**config.mk**
```make
export PLATFORM = sky130hd
export DESIGN_NAME = nono_image_binarizer
export DESIGN_NICKNAME = d
export VERILOG_FILES = /design/src/rtl/nono_image_binarizer.sv
export SDC_FILE = /design/constraint.sdc
export NUM_CORES = 2
export LEC_CHECK = 0
export BUFFER_PORTS_ARGS = -buffer_cell sky130_fd_sc_hd__buf_4
export CAP_MARGIN = 25
export CORE_UTILIZATION = 55
export DETAILED_ROUTE_END_ITERATION = 7
export GPL_TIMING_DRIVEN = 1
export PLACE_DENSITY = 0.73
export SETUP_SLACK_MARGIN = 0.2
export SLEW_MARGIN = 10
export SYNTH_ARGS = -nofsm -noshare
export SYNTH_HDL_FRONTEND = slang
export SYNTH_SLANG_ARGS = --single-unit
```
**constraint.sdc**
```tcl
create_clock -name clk_in -period 7.6 [get_ports clk_in]
set_input_delay 2.28 -clock clk_in [delete_from_list [all_inputs] [get_ports clk_in]]
set_output_delay 2.28 -clock clk_in [all_outputs]
set_load 0.05 [all_outputs]
```
**src/rtl/nono_image_binarizer.sv**
```systemverilog
// Captures a 320x240 grayscale frame and majority-votes each 8x8 block into a 40x30 bitmap.
// The bitmap is then burst out one row per cycle. Define NONO_INVERT_EN to treat bright pixels as ink.
module nono_image_binarizer #(
    parameter logic [7:0] THRESHOLD = 8'd128,
    parameter logic [6:0] MAJORITY  = 7'd32
) (
    input  logic        clk_in,
    input  logic        reset_in,
    input  logic        capture_in,
    input  logic        frame_start_in,
    input  logic        pixel_valid_in,
    input  logic [7:0]  pixel_in,
    output logic        start_out,
    output logic [39:0] image_out,
    output logic        done_out,
    output logic        busy_out
);

    typedef enum logic [1:0] {
        IDLE  = 2'd0,
        ARMED = 2'd1,
        ACCUM = 2'd2,
        EMIT  = 2'd3
    } state_t;

    state_t      state;
    state_t      state_next;
    logic [8:0]  x;
    logic [7:0]  y;
    logic [4:0]  k;
    logic [6:0]  cnt [40];
    logic [39:0] rows [30];

    logic        first;
    logic        accept;
    logic        ink;
    logic        commit;
    logic        last_pix;
    logic [8:0]  px;
    logic [7:0]  py;
    logic [5:0]  col;
    logic [6:0]  cnt_next [40];
    logic [39:0] commit_row;

    // Pixel qualification, effective coordinates and per-column count update.
    always_comb begin
        first    = pixel_valid_in && frame_start_in && ((state == ARMED) || (state == ACCUM));
        accept   = pixel_valid_in && ((state == ACCUM) || first);
        px       = first ? 9'd0 : x;
        py       = first ? 8'd0 : y;
        col      = px[8:3];
`ifdef NONO_INVERT_EN
        ink      = (pixel_in >= THRESHOLD);
`else
        ink      = (pixel_in < THRESHOLD);
`endif
        commit   = accept && (px == 9'd319) && (py[2:0] == 3'd7);
        last_pix = accept && (px == 9'd319) && (py == 8'd239);
        commit_row = 40'd0;
        for (int j = 0; j < 40; j++) begin
            cnt_next[j] = first ? 7'd0 : cnt[j];
            if (ink && (col == j[5:0]) && (cnt_next[j] != 7'd64)) begin
                cnt_next[j] = cnt_next[j] + 7'd1;
            end else begin
                cnt_next[j] = cnt_next[j];
            end
            commit_row[j] = (cnt_next[j] >= MAJORITY);
        end
    end

    // Next-state selection; the EMIT phase k=30 is the done/teardown cycle.
    always_comb begin
        state_next = state;
        case (state)
            IDLE:    state_next = capture_in ? ARMED : IDLE;
            ARMED:   state_next = first ? ACCUM : ARMED;
            ACCUM:   state_next = last_pix ? EMIT : ACCUM;
            EMIT:    state_next = (k == 5'd30) ? IDLE : EMIT;
            default: state_next = IDLE;
        endcase
    end

    // State register.
    always_ff @(posedge clk_in) begin
        if (reset_in) begin
            state <= IDLE;
        end else begin
            state <= state_next;
        end
    end

    // Frame datapath: raster position, block counters, row buffer and registered outputs.
    always_ff @(posedge clk_in) begin
        if (reset_in) begin
            x         <= 9'd0;
            y         <= 8'd0;
            k         <= 5'd0;
            cnt       <= '{default: 7'd0};
            rows      <= '{default: 40'd0};
            start_out <= 1'b0;
            image_out <= 40'd0;
            done_out  <= 1'b0;
            busy_out  <= 1'b0;
        end else begin
            if (accept) begin
                if (px == 9'd319) begin
                    x <= 9'd0;
                    y <= (py == 8'd239) ? 8'd0 : py + 8'd1;
                end else begin
                    x <= px + 9'd1;
                    y <= py;
                end
                if (commit) begin
                    cnt           <= '{default: 7'd0};
                    rows[py[7:3]] <= commit_row;
                end else begin
                    cnt <= cnt_next;
                end
            end
            if ((state == EMIT) && (k != 5'd30)) begin
                k         <= k + 5'd1;
                image_out <= rows[k];
            end else begin
                k <= 5'd0;
            end
            start_out <= (state == EMIT) && (k == 5'd0);
            done_out  <= (state == EMIT) && (k == 5'd30);
            busy_out  <= (state_next != IDLE);
        end
    end

endmodule

```
; Yosys cells after proc, flatten, opt, wreduce, memory -nomap -nowiden
; Index checks and enable logic that the tools add are counted.
[word_totals]
register_bits = 1547
latch_bits = 0
ramBits = 0
romBits = 0
input_bits = 13
word_cells = 450
memories = 0
[classes]
add_sub_neg = 43
n_mul = 0
div = 0
order_cmp = 44
eq_ne = 87
shifts = 0
mux = 97
n_bitwise = 3
reduce_logical = 98
[ops]
columns = operator, count
row1 = $bwmux W1200, 1
row2 = $mux W7, 80
row3 = $add A7 B1 Y7 const B, 40
row4 = $ge A7 B6 Y1 const B, 40
row5 = $mux W280, 1
row6 = $ne A7 B7 Y1 const B, 40
row7 = $bmux W40 S5, 1
row8 = $demux W40 S5, 1
row9 = $mux W40, 3
row10 = $eq A6 B5 Y1 const B, 16
row11 = $logic_and A1 B1 Y1, 90
row12 = $eq A6 B4 Y1 const B, 8
row13 = $eq A6 B6 Y1 const B, 8
row14 = $eq A6 B3 Y1 const B, 4
row15 = $mux W8, 3
row16 = $mux W9, 2
row17 = $eq A6 B2 Y1 const B, 2
row18 = $ge A6 B6 Y1 const B, 2
row19 = $not A5 Y6, 2
row20 = $add A9 B1 Y9 const B, 1
row21 = $eq A9 B9 Y1 const B, 1
row22 = $add A8 B1 Y8 const B, 1
row23 = $eq A8 B8 Y1 const B, 1
row24 = $lt A8 B8 Y1 const B, 1
row25 = other kinds (19), 23

; Depth between registers and ports, before layout
[logic_depth]
ltp_word = 10
depth_mapped = 22

; Worst setup path after synthesis
; OpenSTA, ideal clock, no wires.
[synth_timing]
path_type = input to register
from = input port pixel_valid_in
to = register rows[1108] (netlist bit)
setup_ps = 86
arrival_time_ps = 6105
path_slack_ps = 1409
path_stages = 20
n_path_buf = 11
cell_sequence = buf_2 nand3_2 buf_2 buf_2 buf_2 buf_2 buf_2 clkbuf_1 clkbuf_1 and2_1 ha_1 nand4b_2 or4_1 buf_2 nor3_2 and2_1 buf_2 buf_4 nor2_1 a211oi_1
[synth_between]
elab_chain_len = 9
word_cells_on_any_way = 26
classes_between = add/sub (1) / order compare (3) / eq/ne (4) / mux (7) / bitwise (1) / reduce/logical (10)
[synth_rtl]
columns = item, line
row1 = start: declaration, 11  ; input logic pixel_valid_in,
row2 = branches (longest 9 deep; another with $add A7 B1 Y7), n/a
row3 = end signal: indexed assignment, 115  ; rows[py[7:3]] <= commit_row;
row4 = end: declaration, 32  ; logic [39:0] rows [30];
; Several ways; the timed one is not identified.
; A chain may end at the register's enable or synchronous reset.

; Worst setup path in the final report
[layout_timing]
from = input port frame_start_in
to = register rows[1127] (netlist bit)
[layout_between]
elab_chain_len = 9
word_cells_on_any_way = 26
classes_between = add/sub (1) / order compare (3) / eq/ne (4) / mux (7) / bitwise (1) / reduce/logical (10)
[layout_rtl]
columns = item, line
row1 = start: declaration, 10  ; input logic frame_start_in,
row2 = $logic_and A1 B1 Y1 (*) (2 in a row), 47  ; first = pixel_valid_in && frame_start_in && ((state == ARMED) || (state == ACCUM));
row3 = branches (longest 7 deep; another with $add A7 B1 Y7), n/a
; Mark *: on every way between the ends.

==> impl_metrics.tcl <==
set metrics [dict create \
    wl_met1_mm 89.0 \
    setup_viol 0 \
    min_to "rows[507]" \
    vias_per_cell 6.67 \
    worstPathArrival_ns 6.14 \
    antenna_found_initial 4 \
    min_path_type "flip-flop to flip-flop" \
    timing.setup.tns_ns 0 \
    power_switching_uw 3660 \
    synth-seq-cells 1547 \
    cts_buffers 160 \
    synth_edf_count 0 \
    antenna_left 0 \
    clk_pin_slew_worst_paths_ns 0.06 \
    avgSynthCellArea_um2 8.85 \
    synth_cells 7944 \
    top_layer_used "met4" \
    syn_area_um2 70300 \
    p_total_uw 16400 \
    drv_slew 0 \
    gp_congestion 0.899 \
    drive_above_1_share_pct 12.3 \
    wl_mm 226 \
    status "completed" \
    fp.dieW_um 360 \
    gr-total-overflow 0 \
    ctsResizeCount 0 \
    htree_levels 4 \
    cap_violations 0 \
    root_buffer "clkbuf_16" \
    hold_viol 0 \
    seqPwrFrac_pct 49.6 \
    synth_cell_type_count 91 \
    synth_flop_cell "dfxtp_1" \
    yosysSeqAreaShare_pct 44.0 \
    fillers 10500 \
    fin_crit_sh_pct 71.4 \
    clk_latency_ns 0.82 \
    io_buffers 48 \
    relSlewSlack_pct 22.9 \
    std_cell_rows 130 \
    cts_buffer_depth 3 \
    setup_slack_ns 2.17 \
    critPathCaptureType "flip-flop" \
    io_pins 56 \
    clock_power_share_pct 48.3 \
    drt_iter0_drc 7936 \
    wl_per_cell_um 24.2 \
    r2r_end "rows[1127]" \
    rrSetupSlack_ns 2.91 \
    tightest_slew_ns 1.15 \
    reg2reg_depth 13 \
    dp_hpwl_mm 138 \
    synth_warnings 0 \
    switching_share_pct 22.4 \
    power.density_nw_per_um2 213 \
    area_delta_synth_final_pct 9.45 \
    peakVddDrop_mv 0.214 \
    worst-setup-path-type "input port to flip-flop" \
    vias 62400 \
    critPathMaxFanout 32 \
    rsz0062_at_grt "no" \
    drc 0 \
    intPower_uw 12700 \
    fp.coreArea_um2 126000 \
    die_area_um2 129000 \
    start_util_pct 55.7 \
    r2r_start "state[0]" \
    grt_pass1_wl_mm 344 \
    cts_tree "done" \
    syn_nets 8047 \
    pwr-share-comb_pct 2.1 \
    clock.fmax_mhz 184 \
    worstHoldPathCells 2 \
    hold_start "rows[507]" \
    preCtsSetupSlack_ns 1.54 \
    clock_skew_ns 0.0570 \
    synthArstFlopShare_pct 0 \
    cts_setup_buffers 0 \
    grt_pass1_vias 58300 \
    groute.usage.overall_pct 33.8 \
    final_cell_mix "dfxtp_1 (1542), nand2_1 (1025), nor2_1 (799)" \
    die_y_um 360 \
    final_common_cell "dfxtp_1" \
    crit_path_start_kind "input port" \
    hold_buffers 0 \
    fin_crit_ns 5.43 \
    wl_met2_mm 103 \
    grt_max_degree 177 \
    cts.sinks 1547 \
    firstDrtPassIters 6 \
    required_ns 8.31 \
    leakagePower_uw 0.0248 \
    nNetsFinal 7673 \
    wl_met3_mm 21.9 \
]
==> metal layers <==
layer  GRT usage, %  vias up
met3           6.56      725
li1               -    28200
met1           43.6    30200
met5              0        -
met4           18.9        0
met2           53.3     3270
==> worst max path at each step <==
| stage | startpoint | end | slack [ns] | depth (start not counted) |
|---|---|---|---|---|
| finish | frame_start_in | rows[1127] | 2.17 | 12 |
| CTS | frame_start_in | rows[1127] | 2.37 | 11 |
| global placement | frame_start_in | rows[1146] | 1.63 | 11 |
| floorplan | pixel_valid_in | rows[1108] | 1.41 | 20 |
| detailed placement | frame_start_in | rows[1159] | 1.54 | 11 |
| global route | frame_start_in | rows[1182] | 2.10 | 13 |
==> kinds of logic (layout without fill, tap and decap cells) <==
kind of cell	count (synthesis)	in the layout	share of synthesized area, %
buffers and inverters	921	672	5.41
muxes	398	398	10.5
and+or+nand+nor	2782	2782	18.0
AOI/OAI and AO/OA	2179	2179	20.1
DFF	1547	1547	44.0
adders and majority gates	90	90	1.60
other	0	5	0
xor gates and xnor gates	27	27	0.336
==> registers in the layout (all words and copies together), names as in the netlist <==
| signal | count |
|---|---|
| start_out | 1 |
| state | 2 |
| done_out | 1 |
| y | 8 |
| k | 5 |
| cnt | 280 |
| busy_out | 1 |
| rows | 1200 |
| x | 9 |
| image_out | 40 |
==> power groups by stage <==
stage                     registers (uW)  logic (uW)  clock network (uW)
after floorplan                     8300         224                   0
after global placement              8300         335                   0
after detailed placement            8290         337                   0
after CTS                           8110         338                7940
after global routing                8110         365                8270
final                               8110         351                7910
==> synthesized netlist by cell type, types with 17 or more instances <==
cell | n | area [um2]
nor4b_1 | 28 | 245
a311oi_1 | 33 | 289
or3_1 | 28 | 175
nor2b_1 | 17 | 106
nor2_1 | 832 | 3120
a31oi_1 | 57 | 357
clkbuf_1 | 482 | 1810
inv_1 | 148 | 556
nor4_1 | 41 | 257
a22oi_1 | 41 | 308
mux2i_1 | 102 | 1020
o22ai_1 | 297 | 1860
and2_1 | 45 | 282
o21ai_1 | 46 | 230
buf_1 | 65 | 244
a22o_1 | 28 | 245
a21oi_1 | 447 | 2240
a211oi_2 | 29 | 363
buf_2 | 204 | 1020
dfxtp_1 | 1547 | 31000
nor3_1 | 140 | 701
nand2b_1 | 18 | 113
o21ai_0 | 388 | 1940
nand3_1 | 326 | 1630
and3_1 | 63 | 394
o21bai_1 | 25 | 188
nor3b_1 | 22 | 165
a211oi_1 | 599 | 4500
mux2_2 | 25 | 282
nand2_1 | 1029 | 3860
o31ai_1 | 17 | 128
o32ai_1 | 22 | 193
nand4_1 | 79 | 494
ha_1 | 90 | 1130
mux4_2 | 270 | 6080
==> worst max-delay path: stages <==
cell     delay (ns)
buf_4          0.14
nand3_4        0.35
and2_1         0.22
ha_1           0.20
ha_1           0.20
nand3_1        0.20
nor4_2         0.24
buf_4          0.27
nand3_4        0.28
nor3_2         0.95
nand2_1        0.50
o22ai_1        0.30
==> through the flow <==
step | hold WS [ns] | utilization (%) | cell area (um2) | instances
after floorplan | 0.420 | - | 70300 | 7944
after global placement | 0.432 | 56.7 | 71600 | 9054
after detailed placement | 0.443 | 56.8 | 71700 | 9057
after CTS | 0.451 | 61.0 | 76900 | 9344
after global routing | 0.466 | 61.0 | 77000 | 9346
final | 0.453 | 61.0 | 77000 | 9350
==> final cells by class <==
type | instances | area [um2] | area share (%)
clock buffer | 254 | 4880 | 6.34
inverter | 150 | 571 | 0.741
multi-input combinational | 5476 | 36100 | 46.9
sequential | 1547 | 31000 | 40.3
timing repair buffer | 235 | 1970 | 2.56
clock inverter | 33 | 390 | 0.507
antenna | 5 | 12.5 | 0.0163
tap | 1650 | 2060 | 2.68
Power figures use the tool's default switching activity.
